$ cat src/rtl/zbt_port_arbiter.sv
// Two-port arbiter in front of a pipelined ZBT SRAM: display reads have fixed priority, decoder reads/writes fill spare slots.
// Optional starvation guard enabled by defining ZBT_ARB_STARVE_EN.
module zbt_port_arbiter #(
  parameter int ADDR_W   = 19,
  parameter int DATA_W   = 32,
  parameter int READ_LAT = 2,
  parameter int MAX_WAIT = 8
) (
  input  logic              clk,
  input  logic              resetn,
  input  logic              disp_req,
  input  logic [ADDR_W-1:0] disp_addr,
  output logic              disp_gnt,
  output logic              disp_rvalid,
  output logic [DATA_W-1:0] disp_rdata,
  input  logic              dec_req,
  input  logic              dec_we,
  input  logic [ADDR_W-1:0] dec_addr,
  input  logic [DATA_W-1:0] dec_wdata,
  output logic              dec_gnt,
  output logic              dec_rvalid,
  output logic [DATA_W-1:0] dec_rdata,
  output logic [ADDR_W-1:0] ZBT_addr,
  output logic              ZBT_we_n,
  output logic [DATA_W-1:0] ZBT_dataout,
  output logic              ZBT_oe,
  input  logic [DATA_W-1:0] ZBT_datain
);

  // state  | meaning
  // S_IDLE | previous slot unused
  // S_DISP | previous slot granted to the display
  // S_DEC  | previous slot granted to the decoder
  typedef enum logic [1:0] {S_IDLE, S_DISP, S_DEC} state_t;

  state_t            state;
  logic              force_slot;
  logic              tw0;
  logic [READ_LAT:1] tv_q, to_q, tw_q;
  logic [READ_LAT:0] tv, to, tw;
  logic [DATA_W-1:0] wd [READ_LAT];

`ifdef ZBT_ARB_STARVE_EN
  localparam int WW = $clog2(MAX_WAIT + 1);
  logic [WW-1:0] wait_cnt;

  assign force_slot = dec_req && (wait_cnt == WW'(MAX_WAIT));

  always_ff @(posedge clk or negedge resetn) begin
    if (!resetn)
      wait_cnt <= '0;
    else if (!dec_req || dec_gnt)
      wait_cnt <= '0;
    else if (wait_cnt != WW'(MAX_WAIT))
      wait_cnt <= wait_cnt + 1'b1;
  end
`else
  assign force_slot = 1'b0;
`endif

  assign disp_gnt = disp_req && !force_slot;
  assign dec_gnt  = dec_req && !disp_gnt;

  // The FSM state doubles as stage 0 of the tag pipeline (owner of the slot now on the pins).
  assign tv = {tv_q, state != S_IDLE};
  assign to = {to_q, state == S_DISP};
  assign tw = {tw_q, tw0};

  always_ff @(posedge clk or negedge resetn) begin
    if (!resetn) begin
      state       <= S_IDLE;
      tw0         <= 1'b0;
      tv_q        <= '0;
      to_q        <= '0;
      tw_q        <= '0;
      for (int k = 0; k < READ_LAT; k++) wd[k] <= '0;
      ZBT_addr    <= '0;
      ZBT_we_n    <= 1'b1;
      ZBT_oe      <= 1'b0;
      ZBT_dataout <= '0;
      disp_rvalid <= 1'b0;
      disp_rdata  <= '0;
      dec_rvalid  <= 1'b0;
      dec_rdata   <= '0;
    end else begin
      if (disp_gnt) begin
        state    <= S_DISP;
        ZBT_addr <= disp_addr;
      end else if (dec_gnt) begin
        state    <= S_DEC;
        ZBT_addr <= dec_addr;
      end else begin
        state    <= S_IDLE;
      end
      ZBT_we_n <= !(dec_gnt && dec_we);
      tw0      <= dec_gnt && dec_we;
      if (dec_gnt && dec_we) wd[0] <= dec_wdata;
      for (int k = 1; k < READ_LAT; k++) wd[k] <= wd[k-1];
      tv_q <= tv[READ_LAT-1:0];
      to_q <= to[READ_LAT-1:0];
      tw_q <= tw[READ_LAT-1:0];

      // Write data is driven in the cycle the SRAM expects it, READ_LAT after the address.
      ZBT_oe <= tv[READ_LAT-1] && tw[READ_LAT-1];
      if (tv[READ_LAT-1] && tw[READ_LAT-1]) ZBT_dataout <= wd[READ_LAT-1];

      disp_rvalid <= tv[READ_LAT] && to[READ_LAT] && !tw[READ_LAT];
      if (tv[READ_LAT] && to[READ_LAT] && !tw[READ_LAT]) disp_rdata <= ZBT_datain;
      dec_rvalid  <= tv[READ_LAT] && !to[READ_LAT] && !tw[READ_LAT];
      if (tv[READ_LAT] && !to[READ_LAT] && !tw[READ_LAT]) dec_rdata <= ZBT_datain;
    end
  end

endmodule

$ cat config.mk
export PLATFORM = sky130hd
export DESIGN_NAME = zbt_port_arbiter
export DESIGN_NICKNAME = d
export VERILOG_FILES = /design/src/rtl/zbt_port_arbiter.sv
export SDC_FILE = /design/constraint.sdc
export NUM_CORES = 1
export LEC_CHECK = 0
export CAP_MARGIN = 0
export CORE_MARGIN = 5
export CORE_UTILIZATION = 53
export CTS_CLUSTER_SIZE = 25
export DETAILED_ROUTE_END_ITERATION = 6
export DONT_BUFFER_PORTS = 1
export HOLD_SLACK_MARGIN = 0.1
export PLACE_DENSITY = 0.65
export SYNTH_ARGS = -nofsm -noshare
export SYNTH_HDL_FRONTEND = slang
export SYNTH_SLANG_ARGS = --single-unit
export TNS_END_PERCENT = 50
$ cat constraint.sdc
create_clock -name clk -period 3.88 [get_ports clk]
set_clock_uncertainty 0.15 [all_clocks]
set_input_delay 0.97 -clock clk [delete_from_list [all_inputs] [get_ports clk]]
set_output_delay 0.97 -clock clk [all_outputs]
set_load 0.05 [all_outputs]
==> results.yml <==
status:
  status: "finished, final reports clean"
power:
  peakVddDrop_uv: 359
  cellInternalPower_mw: 3.58
  comb_power_share_pct: 6.7
  p_sw_share_pct: 35.6
  p_switching_mw: 1.98
  seqPwrFrac_pct: 64.2
  power_density_nw_per_um2: 743
  clkPwrFrac_pct: 29.1
  leakage_nw: 3.34
timing:
  drv_slew: 0
  setup_viol: 0
  rsz0062_at_grt: "no"
  max_freq_mhz: 417
  tns_ps: 0
  relSlewSlack_pct: 39.7
  finalCritPeriodShare_pct: 61.8
  tightest_slew_ps: 900
  fin_crit_ps: 2400
  hold_viol: 0
detailed_routing:
  wl_um: 12200
  wl_per_cell_um: 20.7
  final_antenna_net_count: 0
  drt_iter0_drc: 156
  drc: 0
  via_per_inst: 5.44
  first_pass_iters: 3
  vias: 3223
final_layout:
  nNetsFinal: 516
  fin_util_pct: 59.2
  drive_gt1_share_pct: 38.4
  stdcell_count: 592
  syn_to_final_growth_pct: 9.81
floorplan:
  die_h_um: 123
  std_cell_rows: 41
  die-area_sq_um: 15200
  die_x_um: 123
  initial_core_util_pct: 53.9
  core_area_sq_um: 12600
  boundaryPins: 228
global_route:
  gr-usage-all-layers_pct: 16.6
  grt_overflow: 0
  antenna_found_initial: 0
  grt_max_degree: 193
  grt_pass1_vias: 3617
  grt_pass1_wl_um: 19000
yosys:
  yosysTopAreaCell: "dfrtp_1"
  synth-seq-cells: 192
  synth_cells: 407
  yosysSeqAreaShare_pct: 70.6
  synth_area_sq_um: 6810
  yosys_warnings: 0
  synth_nets: 514
  yosysTopAreaCellShare_pct: 70.2
  synth_area_per_cell_sq_um: 16.7
  ys_types: 18
  netlist_top_cells_area: "dfrtp_1, mux2_2, mux2i_1"
setup_path:
  ff2ff_path_depth: 2
  end_kind: "output port"
  crit_required_ps: 2760
  cp_cell_sequence: "nor2b_1 > buf_4"
  r2r-start: "tw_q[2]"
  cp_num_buf_inv: 1
  reg2reg_to: "disp_rdata[30]"
  crit_slowest_cell: "buf_4"
  critPathArrivalTime_ps: 1280
  r2r_slack_ps: 1850
  cp-start-kind: "primary input"
  critPathMaxFanout: 21
  crit_type: "in2out"
  critPathMaxStageDelay_ps: 210
  cp_top_family: "buffers and inverters"
clocking:
  cts_buffers: 17
  insertion_delay_ps: 410
  post_cts_buffers: 0
  htree_levels: 4
  cts.sinks: 192
  tritoncts: "yes"
  clockBufferDepth: 2
  clkTransAtPathRegs_ps: 60
  cts-resized-gates: 0
  cts_root_buffer: "clkbuf_16"
placed_design:
  dp_hpwl_um: 8430
  numPortBuffers: 0
  gp_congestion: 0.716
  place_inst: 562
hold_path:
  min_path_type: "in2async"
flow_run:
  cap_violations: 0
[layout by cell type (no fill, tap or decap), drive strengths merged]
cell	netlist	final
nor2b	2	2
nand3b	2	2
clkbuf	4	24
clkinvlp	0	1
nor3b	1	1
o21ai	19	19
clkinv	0	3
diode	0	1
mux2i	19	19
inv	3	3
bufinv	0	1
nand2	20	20
dfrtp	191	191
or2	1	1
mux2	128	128
buf	16	3
dfstp	1	1
[Yosys cell counts]
master / instances
buf_4: 7
dfstp_2: 1
nand2_1: 20
buf_6: 1
dfrtp_1: 191
nand3b_4: 1
clkbuf_2: 1
o21ai_0: 19
mux2_2: 127
or2_2: 1
buf_2: 8
mux2i_1: 19
clkbuf_1: 3
nor2b_1: 2
mux2_1: 1
inv_1: 3
nor3b_4: 1
nand3b_2: 1
[power by group through the flow]
stage,sequential (mW),combinational [mW],clock (mW)
after floorplan,3.51,0.354,0
after global placement,3.61,0.357,0
after detailed placement,3.62,0.382,0
after CTS,3.58,0.382,1.66
after global routing,3.62,0.418,1.74
final,3.57,0.373,1.62
[cell type report]
class                      count  area [sq um]
fill                         986          5140
sequential                   192          4810
antenna                        1          2.50
multi-input combinational    192          1870
timing repair buffer           3          22.5
inverter                       3          11.3
clock buffer                  24           492
tap                          172           215
clock inverter                 5          56.3
[worst max path at each step]
stage	cells after the start	to	from	slack, ps
finish	2	dec_gnt	dec_req	1480
global route	2	dec_gnt	dec_req	1420
CTS	2	dec_gnt	dec_req	1480
detailed placement	2	dec_gnt	dec_req	1480
global placement	2	dec_gnt	dec_req	1460
floorplan	3	dec_gnt	dec_req	640
[per-layer routing]
metal  share of wire [%]  global-route usage [%]  routed length (um)  up-vias
li1                    -                       -                   -     1414
met1                  35                    18.4                4290     1623
met2                  49                    26.8                6020      173
met5                   0                       0                   0        -
met4                 1.3                    6.23                 160        0
met3                  14                    9.29                1760       13
[stage by stage]
stage               hold WS [ps]  power [mW]  worst slack [ps]  area [sq um]
global route                68.8        5.78              1420          7470
CTS                         77.1        5.63              1480          7470
floorplan                    181        3.87               636          6810
finish                       101        5.56              1480          7480
global placement             184        3.97              1460          6930
detailed placement           196        4.00              1480          6930
[state kept, by name (all words and copies together), names as in the netlist, 2 cells and up]
register / flops
wd: 64
ZBT_addr: 19
tv_q: 2
disp_rdata: 32
state: 2
tw_q: 2
to_q: 2
ZBT_dataout: 32
dec_rdata: 32
[kinds of logic (layout without fill, tap and decap cells)]
| family | Yosys count | after routing | share of synthesized area (%) |
|---|---|---|---|
| flip-flops | 192 | 192 | 70.6 |
| buffers and inverters | 23 | 35 | 1.93 |
| multiplexers | 147 | 147 | 24.0 |
| AO/OA/AOI/OAI | 19 | 19 | 1.40 |
| AND/OR/NAND/NOR | 26 | 26 | 2.11 |
| other | 0 | 1 | 0 |
Power figures use the tool's default switching activity.
